===== src/rtl/atomic_counter_reader.sv =====
// rtl/atomic_counter_reader.sv - host-side atomic 64-bit counter reader (low word atomic, then latched high word)
// Optional wait-state timeout: compile with ATOMIC_READER_TIMEOUT_EN.
module atomic_counter_reader #(
  parameter int unsigned TIMEOUT_CYCLES = 16
) (
  input  logic        clk,
  input  logic        reset_n,
  input  logic        rd_start_i,
  output logic        rd_busy_o,
  output logic        rd_done_o,
  output logic [63:0] rd_data_o,
  output logic        rd_err_o,
  output logic        req_o,
  output logic        atomic_o,
  input  logic        ack_i,
  input  logic [31:0] count_i
);

  typedef enum logic [2:0] {
    IDLE    = 3'd0,
    REQ_LO  = 3'd1,
    WAIT_LO = 3'd2,
    REQ_HI  = 3'd3,
    WAIT_HI = 3'd4,
    DONE    = 3'd5
  } state_e;

  state_e      state_q, state_d;
  logic [31:0] lo_q, lo_d;
  logic [31:0] hi_q, hi_d;
  logic [63:0] data_q, data_d;
  logic        req_q, req_d;
  logic        atomic_q, atomic_d;
  logic        done_q, done_d;
  logic        err_q, err_d;
  logic        timeout_hit;

`ifdef ATOMIC_READER_TIMEOUT_EN
  localparam logic [7:0] TMO_LIMIT = 8'(TIMEOUT_CYCLES);

  logic [7:0] tmo_q, tmo_d;

  // Watchdog: starts from zero on entry to a wait state, counts ack-less wait cycles
  always_comb begin
    tmo_d       = 8'd0;
    timeout_hit = 1'b0;
    if ((state_q == WAIT_LO || state_q == WAIT_HI) && !ack_i) begin
      tmo_d       = tmo_q + 8'd1;
      timeout_hit = (tmo_d == TMO_LIMIT);
    end
  end

  // Watchdog counter register
  always_ff @(posedge clk or negedge reset_n) begin
    if (!reset_n) begin
      tmo_q <= 8'd0;
    end else begin
      tmo_q <= tmo_d;
    end
  end
`else
  assign timeout_hit = 1'b0;
`endif

  // Sequencer: next state plus next values of the registered outputs and capture words
  always_comb begin
    state_d  = state_q;
    lo_d     = lo_q;
    hi_d     = hi_q;
    data_d   = data_q;
    req_d    = 1'b0;
    atomic_d = 1'b0;
    done_d   = 1'b0;
    err_d    = 1'b0;
    case (state_q)
      IDLE: begin
        if (rd_start_i) begin
          state_d  = REQ_LO;
          req_d    = 1'b1;
          atomic_d = 1'b1;
        end
      end
      REQ_LO: state_d = WAIT_LO;
      WAIT_LO: begin
        // An ack arriving in the expiry cycle still completes the phase normally
        if (ack_i) begin
          lo_d    = count_i;
          state_d = REQ_HI;
          req_d   = 1'b1;
        end else if (timeout_hit) begin
          state_d = DONE;
          done_d  = 1'b1;
          err_d   = 1'b1;
          data_d  = 64'h0;
        end
      end
      REQ_HI: state_d = WAIT_HI;
      WAIT_HI: begin
        if (ack_i) begin
          hi_d    = count_i;
          state_d = DONE;
          done_d  = 1'b1;
          data_d  = {count_i, lo_q};
        end else if (timeout_hit) begin
          state_d = DONE;
          done_d  = 1'b1;
          err_d   = 1'b1;
          data_d  = 64'h0;
        end
      end
      DONE:    state_d = IDLE;
      default: state_d = IDLE;
    endcase
  end

  // State, capture and output registers
  always_ff @(posedge clk or negedge reset_n) begin
    if (!reset_n) begin
      state_q  <= IDLE;
      lo_q     <= 32'h0;
      hi_q     <= 32'h0;
      data_q   <= 64'h0;
      req_q    <= 1'b0;
      atomic_q <= 1'b0;
      done_q   <= 1'b0;
      err_q    <= 1'b0;
    end else begin
      state_q  <= state_d;
      lo_q     <= lo_d;
      hi_q     <= hi_d;
      data_q   <= data_d;
      req_q    <= req_d;
      atomic_q <= atomic_d;
      done_q   <= done_d;
      err_q    <= err_d;
    end
  end

  assign rd_busy_o = (state_q != IDLE) && (state_q != DONE);
  assign rd_done_o = done_q;
  assign rd_data_o = data_q;
  assign rd_err_o  = err_q;
  assign req_o     = req_q;
  assign atomic_o  = atomic_q;

endmodule


===== config.mk =====
export PLATFORM = sky130hd
export DESIGN_NAME = atomic_counter_reader
export DESIGN_NICKNAME = d
export VERILOG_FILES = /design/src/rtl/atomic_counter_reader.sv
export SDC_FILE = /design/constraint.sdc
export NUM_CORES = 1
export LEC_CHECK = 0
export ABC_AREA = 1
export BUFFER_PORTS_ARGS = -buffer_cell sky130_fd_sc_hd__buf_2
export CORE_MARGIN = 2
export CORE_UTILIZATION = 47
export CTS_CLUSTER_DIAMETER = 30
export CTS_CLUSTER_SIZE = 30
export DETAILED_ROUTE_END_ITERATION = 7
export GPL_ROUTABILITY_DRIVEN = 0
export PLACE_DENSITY = 0.85
export SYNTH_ARGS = -nofsm -noshare
export SYNTH_HDL_FRONTEND = slang
export SYNTH_SLANG_ARGS = --single-unit

===== constraint.sdc =====
create_clock -name clk -period 1.1 [get_ports clk]
set_input_delay 0.165 -clock clk [delete_from_list [all_inputs] [get_ports clk]]
set_output_delay 0.165 -clock clk [all_outputs]
set_load 0.05 [all_outputs]

==> results by group <==
Die
  • DIE HEIGHT: 96.2 µm
  • Die footprint: 0.00925 mm²
  • # rows: 33
  • I/O pins: 105
  • Initial core utilization: 0.486
  • Placeable Area: 0.00822 mm²
  • Die X: 96.2 µm

Yosys
  • Post-synth ARST share: 1.00
  • Synth Area in Adders: 0
  • Register area share after synthesis: 0.639
  • Synth Instances: 406
  • Synth unique cells: 18
  • Area contributors post-synth: dfrtp_1 64%, nand2_1 15%, o21ai_0 4.6%
  • Synth Flop Type: dfrtp_1
  • Mux contribution to synthesized area: 0
  • Compound-cell area share of the yosys netlist: 0.106
  • Most frequent cell after synthesis: nand2_1
  • Post-synthesis xor/xnor area fraction: 0
  • Commonest cells in the netlist: 164 x nand2_1, 102 x dfrtp_1, 37 x o21ai_0
  • Syn nets: 442
  • Yosys top cell by area: dfrtp_1
  • #FFs+latches synth: 102
  • Syn Std Cell Area: 0.00399 mm²
  • Total of warnings raised by yosys: 0
  • Yosys top cell area share: 0.639
  • Number of flops mapped to enable cells by yosys: 0
  • Largest family of logic cells by synthesized area: simple AND/OR/NAND/NOR gates
  • Synth Area in Simple Gates: 0.173
  • Post-synthesis area per instance: 9.83 µm²

Cells and area
  • ANT cells: 0
  • Area growth, synth to finish: 60.2%
  • Final Instance Count excl. Fillers: 687
  • Net count, final: 613
  • Util after Layout: 0.779
  • Layout cells sized above 1: 0.507

Hold path
  • WHS Endpoint: rd_data_o[55]$_DFFE_PN0P_
  • Hold Path Class: in -> reg
  • Min-delay src: count_i[23]
  • Hold-critical path depth: 3

Worst setup path
  • Slowest stage delay, CP: 460 ps
  • Startpoint types: flip-flop
  • Worst setup path class: reg -> out
  • Crit Reg-Reg Endpoint: rd_data_o[49]$_DFFE_PN0P_
  • Reg2Reg Depth: 6
  • Data required time at the worst endpoint: 940 ps
  • Crit-path cells: nor2_4, buf_6, o21ai_4, buf_6
  • Critical path's slowest cell: dfrtp_2
  • Most used cell, CP: buf_6
  • Critical path arrival: 1290 ps
  • Crit end category: primary output
  • Critical Path Fanout Max: 3
  • Origin of the critical flop-to-flop path: state_q[1]$_DFFE_PN0P_
  • Flop2flop setup slack: -360 ps

Power and ir drop
  • Sequential power share: 0.321
  • Internal: 11.7 mW
  • Worst vdd rail ir drop: 0.00222 V
  • Comb power frac: 0.562
  • Clock share of power: 0.117
  • Sw Share: 0.453
  • PD cells: 3330 mW/mm²
  • P_leak: 3.37 nW
  • Psw: 9.66 mW

Clock network
  • H-tree lvl count: 3
  • Clock Latency Late Sink: 360 ps
  • CTS Buf Count: 9
  • Clk root buf: clkbuf_8
  • CTS clk-pin slew, worst paths: 100 ps
  • CTS tree: yes
  • Clock sink count: 102
  • Clock buffer depth: 2

Routing
  • Metal3 WL: 533 µm
  • DR iter-0 viols: 120
  • Post-Route WL: 11200 µm
  • Avg Vias per Cell: 4.97
  • WL met1: 4620 µm
  • Remaining antenna violation count: 0
  • DR WL/cell: 16.2 µm
  • Uppermost layer routed: met4
  • DRT Pass-1 Iters: 4
  • DR WL met2: 5810 µm
  • Via count: 3411
  • DRC violations left: 0

Status
  • Outcome: complete, but fails checks
  • Failing checks: negative setup slack

Placed design
  • Cell count after placement: 606
  • Port Buffers: 103
  • Dpl ws: -170 ps
  • Hpwl dp: 5520 µm

STA
  • RSZ-0062 raised after global routing: yes
  • Tmin final: 1460 ps
  • Peak Freq: 685 MHz
  • Tcrit/Tclk final: 1.33
  • Hold Vio Cnt, Final: 0
  • Final slew viol count: 0
  • Hold_ws: 49.3 ps
  • Clk_skew: 9.99 ps
  • Setup ws final: -360 ps
  • # setup viols final: 122

Global route
  • Initial antenna violation count: 0
  • Vias in the first global route: 3324
  • Largest net degree at the start of global routing: 47
  • Total gr overflow: 0
  • Global-route wire length before repair: 16400 µm
  • Global Route Usage Sum: 0.237

Run
  • Max-cap violations: 0
[cells by family (layout without fill, tap and decap cells)]
| family | count (synthesis) | count (layout) |
|---|---|---|
| AND/OR/NAND/NOR | 175 | 176 |
| AO/OA/AOI/OAI | 69 | 69 |
| other | 1 | 1 |
| buffers and inverters | 59 | 234 |
| flip-flops | 102 | 102 |
[registers in the layout, indices dropped and copies added (netlist names)]
signal     count
state_q        3
rd_done_o      1
rd_data_o     64
lo_q          32
atomic_o       1
req_o          1
[worst max path at each step]
stage | from | end | slack (ps) | cells after the start
after CTS | state_q[1]$_DFFE_PN0P_ | rd_busy_o | -340 | 4
after global placement | state_q[1]$_DFFE_PN0P_ | rd_data_o[63]$_DFFE_PN0P_ | -80 | 5
final | state_q[1]$_DFFE_PN0P_ | rd_busy_o | -360 | 4
after global routing | state_q[1]$_DFFE_PN0P_ | rd_data_o[49]$_DFFE_PN0P_ | -420 | 6
after floorplan | state_q[1]$_DFFE_PN0P_ | rd_data_o[57]$_DFFE_PN0P_ | -140 | 6
after detailed placement | state_q[1]$_DFFE_PN0P_ | rd_data_o[54]$_DFFE_PN0P_ | -170 | 4
[repair_timing]
| action | in CTS | in global routing |
|---|---|---|
| buffers inserted | 24 | 29 |
| hold buffers | 1 | 0 |
| resized for setup | 163 | 105 |
| gates cloned | 8 | 9 |
| endpoints found under the setup margin | 166 | 167 |
| hold endpoints to repair | 102 | 0 |
| pin swaps | 3 | 11 |
[cells in the final DEF (no fill, tap or decap), types with 4 or more instances in the layout]
cell type / n
buf_16: 5
buf_4: 43
inv_1: 34
nand2_4: 9
dfrtp_1: 99
o21ai_1: 33
nand2_1: 106
o21ai_2: 30
nand2_2: 49
clkbuf_8: 11
clkbuf_16: 6
buf_12: 14
nand3_1: 4
o21ai_0: 5
buf_2: 34
buf_6: 74
[layout make-up]
class,instances,area [µm²]
clock inverters,4,52.6
inverters,38,158
flip-flops and latches,102,2560
repair buffers,180,1970
multi-input cells,246,1380
clock buffers,12,155
fillers,499,1820
well taps,105,131
[stage by stage]
stage	power, mW	area [µm²]	setup TNS (ps)
4_1_cts	19.7	5830	-28330
6_report	21.3	6400	-30430
3_5_place_dp	14.6	4690	-10530
3_3_place_gp	14.3	4690	-4990
2_1_floorplan	12.6	4040	-6870
5_1_grt	22.4	6400	-37640
[critical path, delay by kind of cell (launching register included)]
family / cells / cell delay (ps)
compound gates: 1 / 50
buf+inv: 2 / 270
flops: 1 / 460
simple gates: 1 / 150
[power by group through the flow]
stage | Sequential (mW) | Clock [mW] | Combinational (mW)
global placement | 6.41 | 0 | 7.87
finish | 6.85 | 2.49 | 12.0
floorplan | 10.2 | 0 | 2.42
global route | 7.02 | 2.69 | 12.7
CTS | 6.67 | 2.49 | 10.6
detailed placement | 6.48 | 0 | 8.10
[layer usage]
layer / vias to the layer above / track usage
met5: - / 0
met4: 0 / 0.0940
met3: 16 / 0.0556
met2: 111 / 0.392
met1: 1691 / 0.301
li1: 1593 / -
Note: power is estimated with default switching activity, not from simulation.
